### config.mk
export PLATFORM = sky130hd
export DESIGN_NAME = aes_seq_ctrl
export DESIGN_NICKNAME = d
export VERILOG_FILES = /design/src/rtl/aes_seq_ctrl.sv
export SDC_FILE = /design/constraint.sdc
export NUM_CORES = 1
export LEC_CHECK = 0
export ABC_AREA = 0
export CAP_MARGIN = 20
export CORE_MARGIN = 10
export CORE_UTILIZATION = 53
export CTS_CLUSTER_DIAMETER = 100
export CTS_CLUSTER_SIZE = 24
export DETAILED_ROUTE_END_ITERATION = 10
export HOLD_SLACK_MARGIN = 0.06
export PLACE_DENSITY = 0.9
export SLEW_MARGIN = 20
export SYNTH_ARGS = -nofsm -noshare
export SYNTH_HDL_FRONTEND = slang
export SYNTH_SLANG_ARGS = --single-unit
### constraint.sdc
create_clock -name clk -period 7.1 [get_ports clk]
set_clock_uncertainty 0.15 [all_clocks]
set_input_delay 0.71 -clock clk [delete_from_list [all_inputs] [get_ports clk]]
set_output_delay 0.71 -clock clk [all_outputs]
set_load 0.01 [all_outputs]
### src/rtl/aes_seq_ctrl.sv
// Bus-master sequencer that runs one complete aes block operation per start pulse.
// Define AES_SEQ_TIMEOUT_EN to bound each STATUS wait to TIMEOUT_CYCLES polls.
module aes_seq_ctrl #(
  parameter int SETTLE_CYCLES  = 2,
  parameter int TIMEOUT_CYCLES = 4096
) (
  input  logic         clk,
  input  logic         rstn,
  input  logic         start,
  input  logic         encdec,
  input  logic         keylen,
  input  logic         key_reload,
  input  logic [255:0] key_i,
  input  logic [127:0] block_i,
  output logic         busy,
  output logic         done,
  output logic         error,
  output logic [127:0] result_o,
  output logic         aes_cs,
  output logic         aes_we,
  output logic [7:0]   aes_addr,
  output logic [31:0]  aes_wdata,
  input  logic [31:0]  aes_rdata
);

  localparam logic [7:0] ADDR_CTRL    = 8'h08;
  localparam logic [7:0] ADDR_STATUS  = 8'h09;
  localparam logic [7:0] ADDR_CONFIG  = 8'h0a;
  localparam logic [7:0] ADDR_KEY0    = 8'h10;
  localparam logic [7:0] ADDR_BLOCK0  = 8'h20;
  localparam logic [7:0] ADDR_RESULT0 = 8'h30;

  localparam logic [3:0] SETTLE_LAST = 4'(SETTLE_CYCLES - 1);

  typedef enum logic [3:0] {
    S_IDLE, S_WR_CFG, S_WR_KEY, S_INIT, S_SETTLE,
    S_POLL, S_WR_BLK, S_NEXT, S_RD_RES, S_DONE
  } state_t;

  typedef struct packed {
    logic        cs;
    logic        we;
    logic [7:0]  addr;
    logic [31:0] wdata;
  } bus_t;

  localparam bus_t BUS_IDLE = '0;

  function automatic bus_t bus_wr(input logic [7:0] a, input logic [31:0] d);
    bus_t b;
    b.cs    = 1'b1;
    b.we    = 1'b1;
    b.addr  = a;
    b.wdata = d;
    return b;
  endfunction

  function automatic bus_t bus_rd(input logic [7:0] a);
    bus_t b;
    b.cs    = 1'b1;
    b.we    = 1'b0;
    b.addr  = a;
    b.wdata = 32'h0;
    return b;
  endfunction

  state_t       state_reg;
  bus_t         bus_reg;
  logic         busy_reg;
  logic         done_reg;
  logic         encdec_reg;
  logic         keylen_reg;
  logic         key_reload_reg;
  logic [255:0] key_reg;
  logic [127:0] block_reg;
  logic         key_valid_reg;
  logic         cached_keylen_reg;
  logic         after_init_reg;
  logic [2:0]   word_cnt_reg;
  logic [3:0]   settle_cnt_reg;
  logic [31:0]  result_words_reg [4];
  logic [31:0]  key_words [8];
  logic [31:0]  block_words [4];

`ifdef AES_SEQ_TIMEOUT_EN
  localparam int POLL_W = $clog2(TIMEOUT_CYCLES + 1);
  localparam logic [POLL_W-1:0] POLL_LAST = POLL_W'(TIMEOUT_CYCLES - 1);
  logic [POLL_W-1:0] poll_cnt_reg;
  logic              error_reg;
  assign error = error_reg;
`else
  assign error = 1'b0;
`endif

  // Word n of the key/block/result sits at the MSB end: word 0 is bits [top -: 32].
  genvar gi;
  generate
    for (gi = 0; gi < 8; gi++) begin : g_key_words
      assign key_words[gi] = key_reg[255-32*gi -: 32];
    end
    for (gi = 0; gi < 4; gi++) begin : g_blk_words
      assign block_words[gi]             = block_reg[127-32*gi -: 32];
      assign result_o[127-32*gi -: 32]   = result_words_reg[gi];
    end
  endgenerate

  assign busy      = busy_reg;
  assign done      = done_reg;
  assign aes_cs    = bus_reg.cs;
  assign aes_we    = bus_reg.we;
  assign aes_addr  = bus_reg.addr;
  assign aes_wdata = bus_reg.wdata;

  // bus_reg always holds the access belonging to the current state, so every
  // transition loads the first access of the state being entered.
  always_ff @(posedge clk) begin
    if (!rstn) begin
      state_reg         <= S_IDLE;
      bus_reg           <= BUS_IDLE;
      busy_reg          <= 1'b0;
      done_reg          <= 1'b0;
      encdec_reg        <= 1'b0;
      keylen_reg        <= 1'b0;
      key_reload_reg    <= 1'b0;
      key_reg           <= '0;
      block_reg         <= '0;
      key_valid_reg     <= 1'b0;
      cached_keylen_reg <= 1'b0;
      after_init_reg    <= 1'b0;
      word_cnt_reg      <= '0;
      settle_cnt_reg    <= '0;
      for (int i = 0; i < 4; i++) result_words_reg[i] <= '0;
`ifdef AES_SEQ_TIMEOUT_EN
      poll_cnt_reg      <= '0;
      error_reg         <= 1'b0;
`endif
    end else begin
      done_reg <= 1'b0;
      bus_reg  <= BUS_IDLE;
      case (state_reg)
        S_IDLE: begin
          if (start) begin
            encdec_reg     <= encdec;
            keylen_reg     <= keylen;
            key_reload_reg <= key_reload;
            key_reg        <= key_i;
            block_reg      <= block_i;
            busy_reg       <= 1'b1;
`ifdef AES_SEQ_TIMEOUT_EN
            error_reg      <= 1'b0;
`endif
            state_reg      <= S_WR_CFG;
            bus_reg        <= bus_wr(ADDR_CONFIG, {30'b0, keylen, encdec});
          end
        end
        S_WR_CFG: begin
          word_cnt_reg <= '0;
          if (key_valid_reg && !key_reload_reg && (keylen_reg == cached_keylen_reg)) begin
            state_reg <= S_WR_BLK;
            bus_reg   <= bus_wr(ADDR_BLOCK0, block_words[0]);
          end else begin
            key_valid_reg <= 1'b0;
            state_reg     <= S_WR_KEY;
            bus_reg       <= bus_wr(ADDR_KEY0, key_words[0]);
          end
        end
        S_WR_KEY: begin
          if (word_cnt_reg == {keylen_reg, 2'b11}) begin
            state_reg <= S_INIT;
            bus_reg   <= bus_wr(ADDR_CTRL, 32'h1);
          end else begin
            word_cnt_reg <= word_cnt_reg + 3'd1;
            bus_reg      <= bus_wr(ADDR_KEY0 + {5'b0, word_cnt_reg + 3'd1},
                                   key_words[word_cnt_reg + 3'd1]);
          end
        end
        S_INIT: begin
          after_init_reg <= 1'b1;
          settle_cnt_reg <= '0;
          state_reg      <= S_SETTLE;
        end
        S_SETTLE: begin
          if (settle_cnt_reg == SETTLE_LAST) begin
            state_reg <= S_POLL;
            bus_reg   <= bus_rd(ADDR_STATUS);
`ifdef AES_SEQ_TIMEOUT_EN
            poll_cnt_reg <= '0;
`endif
          end else begin
            settle_cnt_reg <= settle_cnt_reg + 4'd1;
          end
        end
        S_POLL: begin
          if (aes_rdata[0]) begin
            word_cnt_reg <= '0;
            if (after_init_reg) begin
              key_valid_reg     <= 1'b1;
              cached_keylen_reg <= keylen_reg;
              state_reg         <= S_WR_BLK;
              bus_reg           <= bus_wr(ADDR_BLOCK0, block_words[0]);
            end else begin
              state_reg <= S_RD_RES;
              bus_reg   <= bus_rd(ADDR_RESULT0);
            end
          end
`ifdef AES_SEQ_TIMEOUT_EN
          else if (poll_cnt_reg == POLL_LAST) begin
            // Core never came ready: drop the key cache and finish without a result.
            key_valid_reg <= 1'b0;
            error_reg     <= 1'b1;
            done_reg      <= 1'b1;
            busy_reg      <= 1'b0;
            state_reg     <= S_DONE;
          end
`endif
          else begin
            bus_reg <= bus_rd(ADDR_STATUS);
`ifdef AES_SEQ_TIMEOUT_EN
            poll_cnt_reg <= poll_cnt_reg + POLL_W'(1);
`endif
          end
        end
        S_WR_BLK: begin
          if (word_cnt_reg == 3'd3) begin
            state_reg <= S_NEXT;
            bus_reg   <= bus_wr(ADDR_CTRL, 32'h2);
          end else begin
            word_cnt_reg <= word_cnt_reg + 3'd1;
            bus_reg      <= bus_wr(ADDR_BLOCK0 + {5'b0, word_cnt_reg + 3'd1},
                                   block_words[word_cnt_reg[1:0] + 2'd1]);
          end
        end
        S_NEXT: begin
          after_init_reg <= 1'b0;
          settle_cnt_reg <= '0;
          state_reg      <= S_SETTLE;
        end
        S_RD_RES: begin
          result_words_reg[word_cnt_reg[1:0]] <= aes_rdata;
          if (word_cnt_reg == 3'd3) begin
            done_reg  <= 1'b1;
            busy_reg  <= 1'b0;
            state_reg <= S_DONE;
          end else begin
            word_cnt_reg <= word_cnt_reg + 3'd1;
            bus_reg      <= bus_rd(ADDR_RESULT0 + {5'b0, word_cnt_reg + 3'd1});
          end
        end
        S_DONE: begin
          state_reg <= S_IDLE;
        end
        default: begin
          state_reg <= S_IDLE;
        end
      endcase
    end
  end

endmodule

# Word level (Yosys, flattened, before mapping)
# Memory sizes are Yosys's and may differ from the RTL's.
# Index checks and enable logic that the tools add are counted.
# word_totals
out_inout_bits,173
mem_bits_rw,128
mem_bits_ro,0
elab_cells,116
n_memories,1
ff_bits,444
in_bits,422
latchBits,0
# memory_table
name,words,word_bits,read_ports,rd_ports_with_merged_regs,write_ports,line,source
result_words_reg,4,32,4,0,4,81,logic [31:0] result_words_reg [4];
# op_classes
multipliers,0
order_cmp,2
n_div,0
bitwise,2
n_eq_ne,23
add_sub_neg,6
shift,0
n_reduce_logical,20
mux,46
# ops
cell,count
42-bit one-hot mux with 7 select lines,1
42-bit two-way mux,4
32-bit two-way mux,5
32-bit binary-select mux with 3-bit select,1
38-bit two-way mux,2
32-bit binary-select mux with 2-bit select,1
41-bit two-way mux,1
39-bit two-way mux,1
4-bit two-way mux,8
4-bit one-hot mux with 8 select lines,1
32-bit OR reduction,1
"2-bit != test, second input constant",11
"4-bit by 3-bit equality test with 1-bit output, second input constant",4
"6-bit by 3-bit adder with 7-bit output, first input constant",2
3-bit two-way mux,4
3-bit one-hot mux with 4 select lines,1
1-bit two-way mux,11
"4-bit by 1-bit equality test with 1-bit output, second input constant",2
"4-bit by 2-bit equality test with 1-bit output, second input constant",2
4-bit one-hot mux with 2 select lines,1
4-bit AND reduction,2
2-bit nonzero test,4
"5-bit by 3-bit adder with 6-bit output, first input constant",1
1-bit one-hot mux with 2 select lines,3
other kinds (20),25

# Depth between registers and ports, before layout
# Gate-level depths: netlist of run 1.
# depth
ltp_word,7
ltp_mapped,9

# Worst setup path before layout of run 1
# Ideal clock, no wire load.
# synth_timing
kind,reg2reg
start,register word_cnt_reg[0]
end,memory result_words_reg[3][0] (enable)
period_less_slack_ns,3.795
slack_ns,3.305
arrival_ns,3.179
path_stages_with_launch,5
path_cell_list,dfxtp_1 buf_4 clkbuf_1 nand2_1 o21ai_0
# synth_rtl
item,line,source
"start, declared",79,logic [2:0] word_cnt_reg;
"start signal, assigned",172,word_cnt_reg <= word_cnt_reg + 3'd1;
"start signal, assigned",228,word_cnt_reg <= word_cnt_reg + 3'd1;
"start signal, assigned",245,word_cnt_reg <= word_cnt_reg + 3'd1;
"end, declared",81,

# Worst setup path after layout of run 1
# layout_timing
start,register word_cnt_reg[0]
end,"register bus_reg, in the netlist aes_wdata[0]"
# layout_between
elab_chain_len,7
elab_cells_between_ends,15
cone_classes,add/sub (2); eq/ne (2); mux (9); bitwise (2)
# layout_lines
item,line,source
3-bit by 1-bit adder with 3-bit output / 2-bit by 1-bit adder with 2-bit output (equally long branches),"174, 230",
3-bit inverter with 4-bit output (implied by the code) / 2-bit inverter with 3-bit output (equally long branches),"174, 230",
32-bit binary-select mux with 3-bit select / 32-bit binary-select mux with 2-bit select (equally long branches),"174, 230",
"32-bit two-way mux, on equally long branches (2 in a row)","174, 230",
38-bit two-way mux / 39-bit two-way mux (equally long branches),"168, 224",
42-bit one-hot mux with 7 select lines *,140,case (state_reg)
"end signal, assigned",170,"bus_reg <= bus_wr(ADDR_CTRL, 32'h1);"
"end signal, assigned",173,"bus_reg <= bus_wr(ADDR_KEY0 + {5'b0, word_cnt_reg + 3'd1},"
"end signal, assigned",185,bus_reg <= bus_rd(ADDR_STATUS);
"end, declared",68,bus_t bus_reg;
# Mark *: on every way between the ends. The rest lies on a longest branch, timed or not. The select of a mux whose other input is x is not followed.
# A chain may end at the register's enable or synchronous reset.

==> results.sh, run 1 <==
export IMPL_vias=20563
export IMPL_cp_slowest_cell="dfxtp_4"
export IMPL_p_sw_share_pct=34.8
export IMPL_path_class="reg -> reg"
export IMPL_min_from="key_reg[6]"
export IMPL_synth_edf_count=128
export IMPL_min_path_type="reg -> reg"
export IMPL_finalNetCount=3387
export IMPL_grt_max_degree=240
export IMPL_synth_async_reset_ratio_pct=0
export IMPL_grt_setup_unrepaired="false"
export IMPL_wirelength_microns=81300
export IMPL_antenna_found_initial=19
export IMPL_rr_worst_depth=8
export IMPL_dieArea_sq_um=52700
export IMPL_vias_per_cell=5.76
export IMPL_largest_reg_flops=256
export IMPL_path_cells="ha_4 -> ha_2 -> inv_2 -> buf_4 -> mux4_2 -> o21ai_0 -> nand2_1 -> a31oi_1"
export IMPL_synth_warnings=0
export IMPL_pre_cts_ws_ns=3.34
export IMPL_dr_pass1_iters=6
export IMPL_min_period_over_period_pct=50.5
export IMPL_totalPowerFinal_mw=8.69
export IMPL_syn_inst=2508
export IMPL_multiInputGateArea_sq_um=9790
export IMPL_power_frac_seq_pct=48.9
export IMPL_p_switching_mw=3.02
export IMPL_max_cap_violations=0
export IMPL_core_rowCount=76
export IMPL_final_min_clock_period_ns=3.58
export IMPL_status="finished, final reports clean"
export IMPL_end_kind="flop"
export IMPL_finalHoldViolations=0
export IMPL_max_vdd_ir_drop_v=0.000286
export IMPL_crit_family="flip-flops"
export IMPL_post_cts_resized=0
export IMPL_p_per_area_nw_per_um2=287
export IMPL_hold_end="key_reg[6]"
export IMPL_cp_required_ns=7.47
export IMPL_remaining_drc_errors=0
export IMPL_htreeDepth=1
export IMPL_syn_avg_cell_area_sq_um=9.29
export IMPL_grt_pass1_vias=20278
export IMPL_seq_area_frac_synth_pct=54.5
export IMPL_wl_per_cell_microns=22.7
export IMPL_grt_usage_pct=29.2
export IMPL_final_util_pct=69.9
export IMPL_r2r_slack_ns=3.52
export IMPL_timing_rr_start="word_cnt_reg[0]"
export IMPL_p_leak_nw=10.7
export IMPL_ioPinCount=595
export IMPL_setup_viol=0
export IMPL_clk_latency_ns=0.59
export IMPL_path_clk_slew_ns=0.10
export IMPL_p_clk_share_pct=19.7
export IMPL_drtIter0Drc=2383
export IMPL_intPower_mw=5.67
export IMPL_postCtsSetupBuffers=0
export IMPL_overflow=0
export IMPL_fp_dieW_microns=230
export IMPL_ys_ff_latch=570
export IMPL_synth_area_sq_um=23300
export IMPL_fp_coreArea_sq_um=43300
export IMPL_slew_viol_final=0
export IMPL_tns_ns=0
export IMPL_hold_buffers=0
export IMPL_regArea_sq_um=12700
export IMPL_drive_gt1_share_pct=5.86
export IMPL_fill_cells=3071
export IMPL_slew_headroom_pct=17.3
export IMPL_initial_utilization_pct=53.8
export IMPL_critPathMaxFanout=41
export IMPL_cp_start_kind="flop"
export IMPL_cp_num_buf_inv=2
export IMPL_yosysUniqueCellTypes=57
export IMPL_r2r_end="aes_wdata[0]"
export IMPL_crit_arrival_ns=3.96
export IMPL_die_h_microns=230
export IMPL_cts_root_buffer="clkbuf_16"
export IMPL_tightest_slew_ns=1.24
export IMPL_antenna_left=0
export IMPL_syn_to_final_growth_pct=29.9
export IMPL_dpl_hpwl_microns=59700
export IMPL_numCtsBuffers=27
export IMPL_clk_path_buf_depth=3
export IMPL_place_gp_congestion=0.917
export IMPL_grt_pass1_wl_microns=121000
export IMPL_cts_tree="yes"
export IMPL_slowest_delay_ns=0.90
export IMPL_ys_flop_type="dfxtp_1"
export IMPL_hold_depth=2
export IMPL_numPortBuffers=591
export IMPL_numClockSinks=570
export IMPL_worst_slack_ns=3.52
export IMPL_combinationalPowerShare_pct=31.4
export IMPL_clock_fmax_ghz=0.279
[worst max path at each step]
stage,from,endpoint,slack (ns),cells past startpoint
floorplan,word_cnt_reg[0],result_words_reg[3][0],3.31,4
global placement,rstn,result_words_reg[3][21],3.41,4
detailed placement,rstn,result_words_reg[3][11],3.34,4
CTS,word_cnt_reg[0],aes_wdata[0],3.52,8
global route,word_cnt_reg[0],aes_wdata[0],3.30,8
finish,word_cnt_reg[0],aes_wdata[0],3.52,8
[cell usage after synthesis (10+ instances only)]
cell type / instances / area share [%]
nand2_1: 933 / 15
buf_2: 66 / 1.4
a22oi_1: 31 / 1.0
and2_1: 130 / 3.5
buf_4: 10 / 0.32
edfxtp_1: 128 / 17
a21oi_1: 398 / 8.6
clkbuf_1: 103 / 1.7
buf_1: 13 / 0.21
mux4_2: 95 / 9.2
a31oi_1: 34 / 0.91
nor2_1: 27 / 0.44
o21ai_0: 10 / 0.21
dfxtp_1: 442 / 38
[power by group through the flow]
stage | Sequential (mW) | Combinational (mW) | Clock, mW
final | 4.25 | 2.73 | 1.71
after floorplan | 4.18 | 1.84 | 0
after CTS | 4.24 | 2.69 | 1.72
after global routing | 4.31 | 2.97 | 1.82
after detailed placement | 4.31 | 2.67 | 0
after global placement | 4.27 | 2.59 | 0
[placed cells by master, fill, tap and decap left out, types with 3 or more instances in the layout]
cell             netlist  routed
nand2b_1               5       5
conb_1                 1       3
a31oi_1               34      34
o21ai_4                0       3
clkbuf_1             103      11
clkdlybuf4s50_1        0     591
diode_2                0      17
buf_4                 10      19
mux4_2                95      95
xor2_1                 3       3
a22oi_1               31      31
dfxtp_1              442     441
buf_12                 0       3
a21oi_1              398     398
nand4_1                3       3
buf_16                 0       4
ha_1                   5       3
nand2_1              933     933
o21ai_0               10       8
inv_1                  9       9
nor2b_1                3       3
edfxtp_1             128     128
mux2i_1                9       9
nor2_1                27      26
and2_1               130     130
nor3b_1                3       3
clkbuf_16              0      27
[worst min-delay path: cells and delay by family, from the launching register on]
kind               cells  cell delay, ns
AOI/OAI and AO/OA      1            0.05
DFF                    1            0.31
and+or+nand+nor        1            0.05
[metal layers]
layer	track usage (%)	part of all wire [%]	vias to the layer above
met5	0	0.050	-
met4	14.9	5.3	6
met3	6.94	9.6	209
met2	49.7	49	1210
met1	34.0	36	9791
li1	-	-	9347
[area by class of cell]
class / instances / area share [%]
Clock inverter: 1 / 0.0289
Sequential cell: 570 / 42.0
Inverter: 11 / 0.161
Multi-Input combinational cell: 1733 / 32.3
Antenna cell: 17 / 0.141
Timing Repair Buffer: 617 / 20.6
Tap cell: 585 / 2.42
Clock buffer: 38 / 2.37
[per-stage QoR]
stage | hold WS [ns] | cell area [sq um] | instances
3_5_place_dp | 0.294 | 29400 | 3513
5_1_grt | 0.319 | 30300 | 3569
3_3_place_gp | 0.290 | 29400 | 3512
6_report | 0.305 | 30300 | 3572
4_1_cts | 0.305 | 30100 | 3552
2_1_floorplan | 0.283 | 23300 | 2510
[logic make-up after synthesis]
family	share of synthesized area, %
simple gates	20.1
fa+ha+maj	0.269
xor+xnor	0.188
compound gates	11.5
mux	9.57
other cells	0.0161
buf+inv	3.90
flops	54.5
(Power assumes the default switching activity.)
==> run 2: changes to the inputs <==
--- a/config.mk
+++ b/config.mk
@@ -8,12 +8,12 @@
 export ABC_AREA = 0
 export CAP_MARGIN = 20
 export CORE_MARGIN = 10
-export CORE_UTILIZATION = 53
+export CORE_UTILIZATION = 49
 export CTS_CLUSTER_DIAMETER = 100
 export CTS_CLUSTER_SIZE = 24
 export DETAILED_ROUTE_END_ITERATION = 10
 export HOLD_SLACK_MARGIN = 0.06
-export PLACE_DENSITY = 0.9
+export PLACE_DENSITY = 0.84
 export SLEW_MARGIN = 20
 export SYNTH_ARGS = -nofsm -noshare
 export SYNTH_HDL_FRONTEND = slang
==> constraint.sdc (replaced) <==
create_clock -name clk -period 3.3 [get_ports clk]
set_clock_uncertainty 0.15 [all_clocks]
set_input_delay 0.33 -clock clk [delete_from_list [all_inputs] [get_ports clk]]
set_output_delay 0.33 -clock clk [all_outputs]
set_load 0.01 [all_outputs]
==> run 2 against run 1 <==
  * Count of clock-buffer cells in the layout is 1 lower
  * Flip-flop and latch count did not move
  * Critical path depth shrank 3
  * Worst setup slack got worse by 3.0 ns
  * Non-clock buffer count increased by 17
  * Clock power is 120% higher
  * Worst hold slack worse by 0.17 ns
  * Final area rose by 0.76%
  * Critical path type unchanged
  * Critical endpoint is now aes_wdata[20]
  * First-iteration DRC count is 20% lower
  * Highest routed layer unchanged
==> results.sh, run 2 (synthesis gave the netlist of run 1 again) <==
export IMPL_grt_pass1_wl_microns=120000
export IMPL_final_min_clock_period_ns=2.75
export IMPL_slew_viol_final=0
export IMPL_path_class="reg -> reg"
export IMPL_grt_usage_pct=27.3
export IMPL_p_switching_mw=6.58
export IMPL_die_h_microns=238
export IMPL_numPortBuffers=591
export IMPL_totalPowerFinal_mw=19.0
export IMPL_dpl_hpwl_microns=61100
export IMPL_overflow=0
export IMPL_antenna_left=0
export IMPL_clk_path_buf_depth=3
export IMPL_max_cap_violations=0
export IMPL_status="finished, final reports clean"
export IMPL_drive_gt1_share_pct=6.50
export IMPL_post_cts_resized=0
export IMPL_final_cells=3605
export IMPL_p_clk_share_pct=19.5
export IMPL_slowest_delay_ns=0.61
export IMPL_critPathMaxFanout=23
export IMPL_wl_per_cell_microns=22.4
export IMPL_fp_dieW_microns=238
export IMPL_dr_pass1_iters=6
export IMPL_end_kind="flop"
export IMPL_dp_cells=3555
export IMPL_crit_arrival_ns=3.07
export IMPL_numCtsBuffers=27
export IMPL_p_per_area_nw_per_um2=622
export IMPL_cp_num_buf_inv=1
export IMPL_max_vdd_ir_drop_v=0.000402
export IMPL_p_sw_share_pct=34.7
export IMPL_layout_common_cells="nand2_1 (933), clkdlybuf4s50_1 (591), dfxtp_1 (441)"
export IMPL_grt_max_degree=199
export IMPL_holdWs_ns=0.131
export IMPL_cts_tree="yes"
export IMPL_htreeDepth=1
export IMPL_layout_commonest_cell="nand2_1"
export IMPL_final_util_pct=65.2
export IMPL_cp_slowest_cell="dfxtp_1"
export IMPL_pre_cts_ws_ns=0.503
export IMPL_cp_start_kind="flop"
export IMPL_setup_viol=0
export IMPL_core_rowCount=79
export IMPL_initial_utilization_pct=49.8
export IMPL_fp_coreArea_sq_um=46800
export IMPL_clock_fmax_ghz=0.364
export IMPL_antenna_found_initial=15
export IMPL_remaining_drc_errors=0
export IMPL_intPower_mw=12.4
export IMPL_min_period_over_period_pct=83.3
export IMPL_numClockSinks=570
export IMPL_path_clk_slew_ns=0.10
export IMPL_vias_per_cell=5.57
export IMPL_combinationalPowerShare_pct=32.7
export IMPL_finalHoldViolations=0
export IMPL_cp_required_ns=3.62
export IMPL_dpl_cell_area_sq_um=29700
export IMPL_tightest_slew_ns=0.985
export IMPL_finalNetCount=3404
export IMPL_grt_pass1_vias=20344
export IMPL_cts_root_buffer="clkbuf_16"
export IMPL_power_frac_seq_pct=47.9
export IMPL_fin_area_sq_um=30500
export IMPL_path_cells="ha_4 -> buf_4 -> mux4_2 -> a22oi_1 -> a31oi_1"
export IMPL_p_leak_nw=10.8
export IMPL_drtIter0Drc=1898
export IMPL_slew_headroom_pct=34.3
export IMPL_wirelength_microns=80600
export IMPL_place_gp_congestion=0.986
export IMPL_dieArea_sq_um=56700
export IMPL_clk_latency_ns=0.60
export IMPL_fill_cells=3654
export IMPL_ioPinCount=595
export IMPL_tns_ns=0
export IMPL_postCtsSetupBuffers=0
export IMPL_worst_slack_ns=0.551
export IMPL_grt_setup_unrepaired="false"
export IMPL_hold_buffers=0
export IMPL_syn_to_final_growth_pct=30.9
export IMPL_crit_family="compound AO/OA/AOI/OAI gates"
export IMPL_vias=20093
export IMPL_min_path_type="in -> reg"
export IMPL_largest_reg_flops=256
[run 2: cell count changes in the layout (fill, tap and decap cells not counted), sizes merged]
cell | previous run | this run
clkbuf | 38 | 37
buf | 26 | 43
diode | 17 | 12
[run 2: final cells by class]
class                           instances  area (sq um)  area share (%)
Multi-Input combinational cell       1733          9810            32.2
Sequential cell                       570         12700            41.6
Clock buffer                           37           713            2.34
Antenna cell                           12          30.0          0.0985
Timing Repair Buffer                  634          6430            21.1
Clock inverter                          1          8.76          0.0287
Tap cell                              607           759            2.49
Inverter                               11          48.8           0.160
[run 2: final timing paths]
check	slack [ns]	depth (start not counted)	startpoint	endpoint
worst max register to register	0.55	5	word_cnt_reg[1]	aes_wdata[20]
worst min register to register	0.31	2	block_reg[93]	block_reg[93]
worst min-delay path	0.13	3	key_i[252]	key_reg[252]
worst max-delay path	0.55	5	word_cnt_reg[1]	aes_wdata[20]
[run 2: worst min-delay path: stages]
cell and delay (ns):
clkdlybuf4s50_1 0.40, nand2_1 0.06, a21oi_1 0.05
[run 2: power by group through the flow]
stage               registers, mW  clock network [mW]  logic (mW)
floorplan                    8.99                   0        3.96
global route                 9.19                3.96        6.74
detailed placement           9.22                   0        6.14
global placement             9.14                   0        6.02
finish                       9.07                3.69        6.19
CTS                          9.06                3.72        6.16
[run 2: metal layers]
metal,wire length [microns],part of all wire (%),vias up,track usage [%]
li1,-,-,9368,-
met1,29600,37,9565,31.8
met2,39600,49,985,46.7
met3,7310,9.1,171,6.36
met4,4050,5.0,4,13.1
met5,30,0.037,-,0
==> run 3: changes to the inputs <==
--- a/config.mk
+++ b/config.mk
@@ -8,12 +8,12 @@
 export ABC_AREA = 0
 export CAP_MARGIN = 20
 export CORE_MARGIN = 10
-export CORE_UTILIZATION = 49
+export CORE_UTILIZATION = 44
 export CTS_CLUSTER_DIAMETER = 100
 export CTS_CLUSTER_SIZE = 24
 export DETAILED_ROUTE_END_ITERATION = 10
 export HOLD_SLACK_MARGIN = 0.06
-export PLACE_DENSITY = 0.84
+export PLACE_DENSITY = 0.8
 export SLEW_MARGIN = 20
 export SYNTH_ARGS = -nofsm -noshare
 export SYNTH_HDL_FRONTEND = slang
==> constraint.sdc (replaced) <==
create_clock -name clk -period 2.4 [get_ports clk]
set_clock_uncertainty 0.15 [all_clocks]
set_input_delay 0.24 -clock clk [delete_from_list [all_inputs] [get_ports clk]]
set_output_delay 0.24 -clock clk [all_outputs]
set_load 0.01 [all_outputs]
==> run 3 against run 2 <==
  * First-iteration DRC count grew 12%
  * Core utilization shrank 1.6 points
  * Fmax grew 17%
  * Sequential share of layout area shrank 3.6 points
  * Worst setup slack lost 0.50 ns
  * Die area grew 10%
  * Largest power group unchanged
==> results.sh, run 3 (synthesis gave the netlist of run 1 again) <==
export IMPL_status="finished, final reports clean"
export IMPL_rr_worst_depth=5
export IMPL_min_path_type="in -> reg"
export IMPL_p_clk_share_pct=18.7
export IMPL_slew_viol_final=0
export IMPL_wl_per_cell_microns=22.5
export IMPL_clk_latency_ns=0.60
export IMPL_dr_pass1_iters=7
export IMPL_grt_usage_pct=27.1
export IMPL_numCtsBuffers=27
export IMPL_grt_max_degree=205
export IMPL_combinationalPowerShare_pct=35.4
export IMPL_antenna_left=0
export IMPL_largest_reg_flops=256
export IMPL_overflow=0
export IMPL_die_h_microns=250
export IMPL_finalHoldViolations=0
export IMPL_max_cap_violations=0
export IMPL_layout_commonest_cell="nand2_1"
export IMPL_multiInputGateArea_sq_um=9840
export IMPL_hold_depth=3
export IMPL_remaining_drc_errors=0
export IMPL_path_clk_slew_ns=0.10
export IMPL_end_kind="flop"
export IMPL_drive_gt1_share_pct=7.66
export IMPL_clk_path_buf_depth=3
export IMPL_min_period_over_period_pct=98.0
export IMPL_grt_pass1_wl_microns=133000
export IMPL_numClockSinks=570
export IMPL_power_frac_seq_pct=45.9
export IMPL_max_vdd_ir_drop_v=0.000533
export IMPL_slew_headroom_pct=32.9
export IMPL_vias=21404
export IMPL_totalPowerFinal_mw=27.2
export IMPL_worst_slack_ns=0.0492
export IMPL_fp_dieW_microns=250
export IMPL_p_sw_share_pct=34.9
export IMPL_numPortBuffers=591
export IMPL_dieArea_sq_um=62500
export IMPL_final_cells=3948
export IMPL_place_gp_congestion=0.930
export IMPL_fp_coreArea_sq_um=52400
export IMPL_syn_to_final_growth_pct=43.2
export IMPL_crit_arrival_ns=2.66
export IMPL_cts_tree="yes"
export IMPL_wirelength_microns=88700
export IMPL_grt_setup_unrepaired="false"
export IMPL_htreeDepth=1
export IMPL_dpl_cell_area_sq_um=30400
export IMPL_regArea_sq_um=12700
export IMPL_tightest_slew_ns=1.01
export IMPL_setup_viol=0
export IMPL_dp_cells=3682
export IMPL_cp_start_kind="flop"
export IMPL_clock_fmax_ghz=0.425
export IMPL_p_per_area_nw_per_um2=815
export IMPL_p_leak_nw=12.0
export IMPL_final_util_pct=63.6
export IMPL_dpl_hpwl_microns=65200
export IMPL_drtIter0Drc=2126
export IMPL_fill_cells=3996
export IMPL_pre_cts_ws_ns=-0.226
export IMPL_intPower_mw=17.7
export IMPL_core_rowCount=84
export IMPL_cp_required_ns=2.71
export IMPL_initial_utilization_pct=44.4
export IMPL_vias_per_cell=5.42
export IMPL_grt_pass1_vias=22234
export IMPL_layout_common_cells="nand2_1 (933), clkdlybuf4s50_1 (591), dfxtp_1 (441)"
export IMPL_antenna_found_initial=10
export IMPL_finalNetCount=3668
export IMPL_critPathMaxFanout=13
export IMPL_fin_area_sq_um=33400
export IMPL_path_class="reg -> reg"
export IMPL_p_switching_mw=9.48
export IMPL_cts_root_buffer="clkbuf_16"
export IMPL_final_min_clock_period_ns=2.35
export IMPL_ioPinCount=595
==> run 3: power groups by stage <==
stage | Clock, mW | Combinational [mW] | Sequential (mW)
floorplan | 0 | 5.44 | 12.4
global placement | 0 | 8.95 | 12.5
detailed placement | 0 | 9.12 | 12.6
CTS | 5.13 | 9.46 | 12.4
global route | 5.47 | 10.4 | 12.6
finish | 5.09 | 9.63 | 12.5
==> run 3: layer usage <==
layer | wire length [microns] | track usage, % | part of all wire, % | vias up
met5 | 27 | 0 | 0.030 | -
met4 | 4640 | 13.0 | 5.2 | 6
met3 | 7460 | 6.06 | 8.4 | 199
met2 | 43900 | 47.0 | 50 | 1133
met1 | 32600 | 31.2 | 37 | 10172
li1 | - | - | - | 9894
==> run 3: path summary, 6_finish.rpt <==
check	from	end	slack (ns)
worst max-delay path	word_cnt_reg[0]	aes_wdata[31]	0.05
worst max register to register	word_cnt_reg[0]	aes_wdata[31]	0.05
worst min register to register	key_reg[158]	key_reg[158]	0.31
worst min-delay path	key_i[52]	key_reg[52]	0.08
==> run 3: worst max-delay path, stage by stage, from the launching register on <==
cell	delay, ns
dfxtp_4	0.40
ha_4	0.49
buf_8	0.24
mux4_2	0.57
a22oi_1	0.24
a31oi_1	0.13
==> run 3: what timing repair did <==
item / in CTS / in global routing
gates resized for setup: 7 / 1
hold buffers: 216 / 1
buffers inserted: 0 / 1
pin swaps: 0 / 1
endpoints found under the setup margin: 7 / 3
hold endpoints to repair: 216 / 1
==> run 3: final cells by class <==
class	count	area share, %
clock buffer	36	2.13
inverter	11	0.146
antenna	10	0.0750
clock inverter	2	0.0525
sequential	570	38.1
timing repair buffer	898	27.5
multi-input combinational	1733	29.5
tap	688	2.58
==> run 3: metrics by stage <==
| stage | TNS [ns] | hold WS, ns |
|---|---|---|
| floorplan | 0 | 0.226 |
| global placement | -1.97 | 0.290 |
| finish | 0 | 0.0782 |
| CTS | 0 | 0.0601 |
| global route | 0 | 0.0601 |
| detailed placement | -1.74 | 0.295 |
